$ cat config.mk
export PLATFORM = sky130hd
export DESIGN_NAME = ps2_keyboard_ctrl
export DESIGN_NICKNAME = d
export VERILOG_FILES = /design/src/rtl/ps2_pkg.sv /design/src/rtl/ps2_evt_fifo.sv /design/src/rtl/ps2_keyboard_ctrl.sv
export SDC_FILE = /design/constraint.sdc
export NUM_CORES = 1
export LEC_CHECK = 0
export CAP_MARGIN = 15
export CORE_MARGIN = 3
export CORE_UTILIZATION = 45
export CTS_CLUSTER_SIZE = 30
export DETAILED_ROUTE_END_ITERATION = 8
export REMOVE_ABC_BUFFERS = 1
export SLEW_MARGIN = 20
export SYNTH_ARGS = -nofsm -noshare
export SYNTH_HDL_FRONTEND = slang
export SYNTH_SLANG_ARGS = --single-unit
$ cat constraint.sdc
create_clock -name CLK -period 6.47 [get_ports CLK]
set_clock_uncertainty 0.2 [all_clocks]
set_input_delay 1.6175 -clock CLK [delete_from_list [all_inputs] [get_ports CLK]]
set_output_delay 1.6175 -clock CLK [all_outputs]
set_load 0.01 [all_outputs]
$ cat src/rtl/ps2_pkg.sv
// Shared types and constants for the PS/2 keyboard receive path.
package ps2_pkg;

  localparam logic [7:0] PS2_EXT = 8'hE0;
  localparam logic [7:0] PS2_BRK = 8'hF0;

  typedef enum logic [1:0] {IDLE, DATA, PARITY, STOP} ps2_state_e;

  typedef struct packed {
    logic       ext;
    logic       brk;
    logic [7:0] code;
  } ps2_evt_t;

endpackage

$ cat src/rtl/ps2_evt_fifo.sv
// Small key-event FIFO; head entry is presented combinationally, zero when empty.
module ps2_evt_fifo
  import ps2_pkg::*;
#(
  parameter int DEPTH = 4
) (
  input  logic     CLK,
  input  logic     Resetn,
  input  logic     push,
  input  ps2_evt_t din,
  input  logic     pop,
  output ps2_evt_t dout,
  output logic     empty,
  output logic     full
);

  localparam int AW = $clog2(DEPTH);

  ps2_evt_t       mem_reg [DEPTH];
  logic [AW:0]    wr_ptr_reg;
  logic [AW:0]    rd_ptr_reg;
  logic           do_pop;
  logic           do_push;

  // Extra pointer MSB distinguishes full from empty when the indices match.
  assign empty   = (wr_ptr_reg == rd_ptr_reg);
  assign full    = (wr_ptr_reg[AW] != rd_ptr_reg[AW]) &&
                   (wr_ptr_reg[AW-1:0] == rd_ptr_reg[AW-1:0]);
  assign do_pop  = pop && !empty;
  assign do_push = push && (!full || do_pop);
  assign dout    = empty ? '0 : mem_reg[rd_ptr_reg[AW-1:0]];

  always_ff @(posedge CLK) begin
    if (do_push) mem_reg[wr_ptr_reg[AW-1:0]] <= din;
  end

  always_ff @(posedge CLK) begin
    if (!Resetn) begin
      wr_ptr_reg <= '0;
      rd_ptr_reg <= '0;
    end else begin
      if (do_push) wr_ptr_reg <= wr_ptr_reg + (AW+1)'(1);
      if (do_pop)  rd_ptr_reg <= rd_ptr_reg + (AW+1)'(1);
    end
  end

endmodule

$ cat src/rtl/ps2_keyboard_ctrl.sv
// PS/2 device-to-host receiver: synchronizer, frame FSM with watchdog,
// E0/F0 prefix folding and a key-event FIFO with valid/ready drain.
module ps2_keyboard_ctrl
  import ps2_pkg::*;
#(
  parameter int SYNC_STAGES    = 2,
  parameter int TIMEOUT_CYCLES = 5000,
  parameter int FIFO_DEPTH     = 4
) (
  input  logic       CLK,
  input  logic       Resetn,
  input  logic       ps2_clk,
  input  logic       ps2_data,
  output logic       evt_valid,
  input  logic       evt_ready,
  output logic [7:0] evt_code,
  output logic       evt_ext,
  output logic       evt_break,
  output logic       frame_err,
  output logic       overflow,
  input  logic       ovf_clr
);

  localparam int WD_W = $clog2(TIMEOUT_CYCLES + 1);
  // The error pulse is registered, so fire one count early to land it
  // exactly TIMEOUT_CYCLES after the cycle the last fall was seen.
  localparam logic [WD_W-1:0] WD_FIRE = WD_W'(TIMEOUT_CYCLES - 2);

  logic [SYNC_STAGES-1:0] clk_sync_reg;
  logic [SYNC_STAGES-1:0] data_sync_reg;
  logic                   prev_clk_reg;
  logic                   fall;
  logic                   bit_in;

  ps2_state_e             state_reg;
  logic [2:0]             bitcnt_reg;
  logic [7:0]             shreg_reg;
  logic                   byte_vld_reg;
  logic                   frame_err_reg;
  logic [WD_W-1:0]        wd_reg;

  logic                   ext_reg;
  logic                   brk_reg;
  logic                   push_req;
  ps2_evt_t               push_evt;
  ps2_evt_t               head_evt;
  logic                   fifo_empty;
  logic                   fifo_full;
  logic                   overflow_reg;

  always_ff @(posedge CLK) begin
    if (!Resetn) begin
      clk_sync_reg  <= '1;
      data_sync_reg <= '1;
      prev_clk_reg  <= 1'b1;
    end else begin
      clk_sync_reg  <= {clk_sync_reg[SYNC_STAGES-2:0], ps2_clk};
      data_sync_reg <= {data_sync_reg[SYNC_STAGES-2:0], ps2_data};
      prev_clk_reg  <= clk_sync_reg[SYNC_STAGES-1];
    end
  end

  assign fall   = prev_clk_reg && !clk_sync_reg[SYNC_STAGES-1];
  assign bit_in = data_sync_reg[SYNC_STAGES-1];

  always_ff @(posedge CLK) begin
    if (!Resetn) begin
      state_reg     <= IDLE;
      bitcnt_reg    <= '0;
      shreg_reg     <= '0;
      byte_vld_reg  <= 1'b0;
      frame_err_reg <= 1'b0;
      wd_reg        <= '0;
    end else begin
      byte_vld_reg  <= 1'b0;
      frame_err_reg <= 1'b0;
      if (state_reg == IDLE || fall) wd_reg <= '0;
      else                           wd_reg <= wd_reg + WD_W'(1);

      case (state_reg)
        IDLE: begin
          if (fall && !bit_in) begin
            state_reg  <= DATA;
            bitcnt_reg <= '0;
          end
        end
        DATA: begin
          if (fall) begin
            shreg_reg  <= {bit_in, shreg_reg[7:1]};
            bitcnt_reg <= bitcnt_reg + 3'd1;
            if (bitcnt_reg == 3'd7) state_reg <= PARITY;
          end
        end
        PARITY: begin
          if (fall) begin
            if (^{shreg_reg, bit_in}) begin
              state_reg <= STOP;
            end else begin
              frame_err_reg <= 1'b1;
              state_reg     <= IDLE;
            end
          end
        end
        STOP: begin
          if (fall) begin
            if (bit_in) byte_vld_reg  <= 1'b1;
            else        frame_err_reg <= 1'b1;
            state_reg <= IDLE;
          end
        end
        default: state_reg <= IDLE;
      endcase

      if (state_reg != IDLE && !fall && wd_reg == WD_FIRE) begin
        frame_err_reg <= 1'b1;
        state_reg     <= IDLE;
      end
    end
  end

  // shreg_reg holds the received byte while byte_vld_reg is high (FSM is idle).
  assign push_req = byte_vld_reg && (shreg_reg != PS2_EXT) && (shreg_reg != PS2_BRK);
  assign push_evt = '{ext: ext_reg, brk: brk_reg, code: shreg_reg};

  always_ff @(posedge CLK) begin
    if (!Resetn || frame_err_reg) begin
      ext_reg <= 1'b0;
      brk_reg <= 1'b0;
    end else if (byte_vld_reg) begin
      if (shreg_reg == PS2_EXT) begin
        ext_reg <= 1'b1;
      end else if (shreg_reg == PS2_BRK) begin
        brk_reg <= 1'b1;
      end else begin
        ext_reg <= 1'b0;
        brk_reg <= 1'b0;
      end
    end
  end

  ps2_evt_fifo #(
    .DEPTH (FIFO_DEPTH)
  ) u_fifo (
    .CLK    (CLK),
    .Resetn (Resetn),
    .push   (push_req),
    .din    (push_evt),
    .pop    (evt_ready),
    .dout   (head_evt),
    .empty  (fifo_empty),
    .full   (fifo_full)
  );

  // A full FIFO is never empty, so a same-cycle pop is just evt_ready.
  always_ff @(posedge CLK) begin
    if (!Resetn)                                 overflow_reg <= 1'b0;
    else if (push_req && fifo_full && !evt_ready) overflow_reg <= 1'b1;
    else if (ovf_clr)                            overflow_reg <= 1'b0;
  end

  assign evt_valid = !fifo_empty;
  assign evt_code  = head_evt.code;
  assign evt_ext   = head_evt.ext;
  assign evt_break = head_evt.brk;
  assign frame_err = frame_err_reg;
  assign overflow  = overflow_reg;

endmodule

==> flow_metrics.py <==
metrics = {
    "die": {
        "die_w_um": 94.4,
        "rows": 31,
        "dieArea_mm2": 0.00891,
        "core-area_mm2": 0.00741,
        "num_io_pins": 19,
        "die_height_um": 94.4,
        "start_util": 0.474,
    },
    "clocking": {
        "post-cts-setup-buffer-count": 0,
        "ctsHtreeMaxLevel": 3,
        "cts_tree": "built",
        "cts-resized-gates": 0,
        "clock_latency_ns": 0.35,
        "clockBufferDepth": 2,
        "clk_pin_slew_ns": 0.08,
        "cts.sinks": 84,
        "holdBufCountCts": 0,
        "cts_inserted_buffers": 9,
        "root_buffer": "clkbuf_8",
    },
    "place": {
        "placed_cells": 394,
        "port_buffers": 18,
        "dp_hpwl_um": 3830,
        "dp_slack_ns": 2.65,
        "place.gp.congestion": 0.754,
    },
    "yosys": {
        "synth_top_area_share": 0.342,
        "synth_common_cells": "dfxtp_1, edfxtp_1, nor2_1",
        "yosysWarnings": 0,
        "synth.distinct_cells": 46,
        "postSynthCellCount": 284,
        "syn_area_per_cell_um2": 12.4,
        "synth_top_cell_by_area": "edfxtp_1",
        "synth_area_leaders": "edfxtp_1, dfxtp_1, mux4_2",
        "ys_ff_latch": 84,
        "yosysMostFrequentCell": "dfxtp_1",
        "seq_area_frac_synth": 0.592,
        "syn-cell-area_mm2": 0.00351,
        "synthArstFlopShare": 0,
        "synth_edf_count": 40,
        "ys.flop_type": "dfxtp_1",
    },
    "routing": {
        "vias": 2144,
        "via_per_inst": 5.23,
        "route.detailed.drc": 0,
        "post_drt_wl_per_cell_um": 14.3,
        "drt_first_iter_violations": 107,
        "ant_nets": 0,
        "drt_wl_total_um": 5840,
        "dr.pass1.iters": 4,
    },
    "outcome": {
        "outcome": "complete, no violations",
    },
    "power": {
        "share_comb_of_total_power": 0.012,
        "ir_drop_mv": 0.113,
        "internal_power_mw": 0.778,
        "power_frac_clock": 0.422,
        "p_sw_mw": 0.199,
        "leakagePower_nw": 1.32,
        "powerDensity_mw_per_mm2": 243,
        "seq_power_share": 0.566,
        "switching_share": 0.204,
    },
    "sta": {
        "final_hold_viol_count": 0,
        "fmax_mhz": 242,
        "tightest_slew_ns": 0.999,
        "tns_ns": 0,
        "maxSlewViolCount": 0,
        "finalCritPeriodShare": 0.638,
        "relSlewSlack": 0.331,
        "rsz0062_at_grt": "false",
        "period_minus_slack_ns": 4.13,
        "setup_ws_ns": 2.34,
        "setup_viol": 0,
    },
    "grt": {
        "first_global_vias": 2092,
        "grt_pass1_wl_um": 10000,
        "grt.total_usage": 0.147,
        "antenna_found_initial": 0,
        "overflow": 0,
        "grt_max_degree": 23,
    },
    "worst_setup_path": {
        "cp_num_cells": 3,
        "start_kind": "flip-flop",
        "crit_path_end_kind": "output pin",
        "crit_chain": "mux4_2, nor2b_1, clkdlybuf4s50_1",
        "arrival_ns": 2.31,
        "max_stage_delay_ns": 0.76,
        "path_max_fanout": 10,
        "reg2reg_from": "u_fifo.wr_ptr_reg[1]",
        "r2r_slack_ns": 4.31,
        "critPathSlowestCell": "dfxtp_1",
        "endpoint": "evt_code[0]",
        "crit_family": "flip-flops",
        "reg2reg_depth": 3,
        "cp.buffers_inverters": 1,
        "criticalPathCategory": "flip-flop to output pin",
        "cp.required_ns": 4.65,
        "r2r_end": "u_fifo.mem_reg[2][8]",
    },
    "layout": {
        "fillers": 647,
        "area_growth_pct": 14.5,
        "drive_above_1_share": 0.122,
        "final_cells": 410,
        "largest_register_ffs": 40,
        "antenna-diode-count": 0,
        "nets": 321,
    },
    "min_path": {
        "holdPathStages": 1,
        "worstHoldPathType": "flip-flop to flip-flop",
    },
    "run": {
        "drv_cap": 0,
    },
}
power groups by stage:
stage | clock network, mW | registers, mW | logic, mW
after floorplan | 0 | 0.565 | 0.00601
after CTS | 0.424 | 0.553 | 0.0116
after detailed placement | 0 | 0.566 | 0.0116
after global placement | 0 | 0.566 | 0.0116
final | 0.413 | 0.553 | 0.0114
after global routing | 0.444 | 0.554 | 0.0129
worst min path at each step:
stage / start / end / slack (ns)
6_report: data_sync_reg[0] / data_sync_reg[1] / 0.21
5_1_grt: data_sync_reg[0] / data_sync_reg[1] / 0.22
4_1_cts: data_sync_reg[0] / data_sync_reg[1] / 0.21
3_5_place_dp: data_sync_reg[0] / data_sync_reg[1] / 0.19
3_3_place_gp: data_sync_reg[0] / data_sync_reg[1] / 0.19
2_1_floorplan: clk_sync_reg[0] / clk_sync_reg[1] / 0.19
stage by stage:
step                      hold slack [ns]  power [mW]   util  cell area [µm²]
final                               0.210       0.977  0.543             4020
after CTS                           0.213       0.989  0.543             4020
after detailed placement            0.193       0.577  0.513             3800
after global routing                0.223        1.01  0.543             4020
after floorplan                     0.186       0.571      -             3480
after global placement              0.191       0.577  0.513             3800
cell type report:
class | count | area, µm² | share of cell area
multi-input cells | 180 | 1360 | 0.338
clock buffers | 9 | 124 | 0.0308
flip-flops and latches | 84 | 2080 | 0.518
well taps | 99 | 124 | 0.0308
clock inverters | 7 | 97.6 | 0.0243
inverters | 11 | 41.3 | 0.0103
repair buffers | 20 | 195 | 0.0485
placed cells by master (no fill, tap or decap), types with 3 or more instances in the layout:
| cell type | n |
|---|---|
| or3_1 | 3 |
| inv_6 | 3 |
| and3_1 | 3 |
| nor2b_1 | 11 |
| o21ai_0 | 5 |
| inv_1 | 10 |
| xor2_1 | 6 |
| nor3_1 | 4 |
| xnor2_1 | 11 |
| nand3_1 | 8 |
| nor4_1 | 5 |
| nand2b_1 | 6 |
| clkdlybuf4s50_1 | 18 |
| clkbuf_8 | 9 |
| edfxtp_1 | 40 |
| nor2_1 | 24 |
| nand2_1 | 21 |
| ha_1 | 9 |
| mux4_2 | 10 |
| a21oi_1 | 20 |
| dfxtp_1 | 44 |
cells by family after synthesis:
kind of cell,Yosys count,share of synthesized area
AOI/OAI and AO/OA,41,0.0758
xor gates and xnor gates,21,0.0648
muxes,12,0.0698
adders and majority gates,9,0.0320
buffers and inverters,20,0.0224
DFF,84,0.592
and+or+nand+nor,97,0.143
routing by layer:
layer | track usage | vias up | part of all wire
met2 | 0.233 | 32 | 0.48
li1 | - | 1071 | -
met3 | 0.0263 | 9 | 0.036
met1 | 0.196 | 1032 | 0.47
met4 | 0.0722 | 0 | 0.017
met5 | 0 | - | 0
No activity file was read; power rests on OpenSTA's default activity.
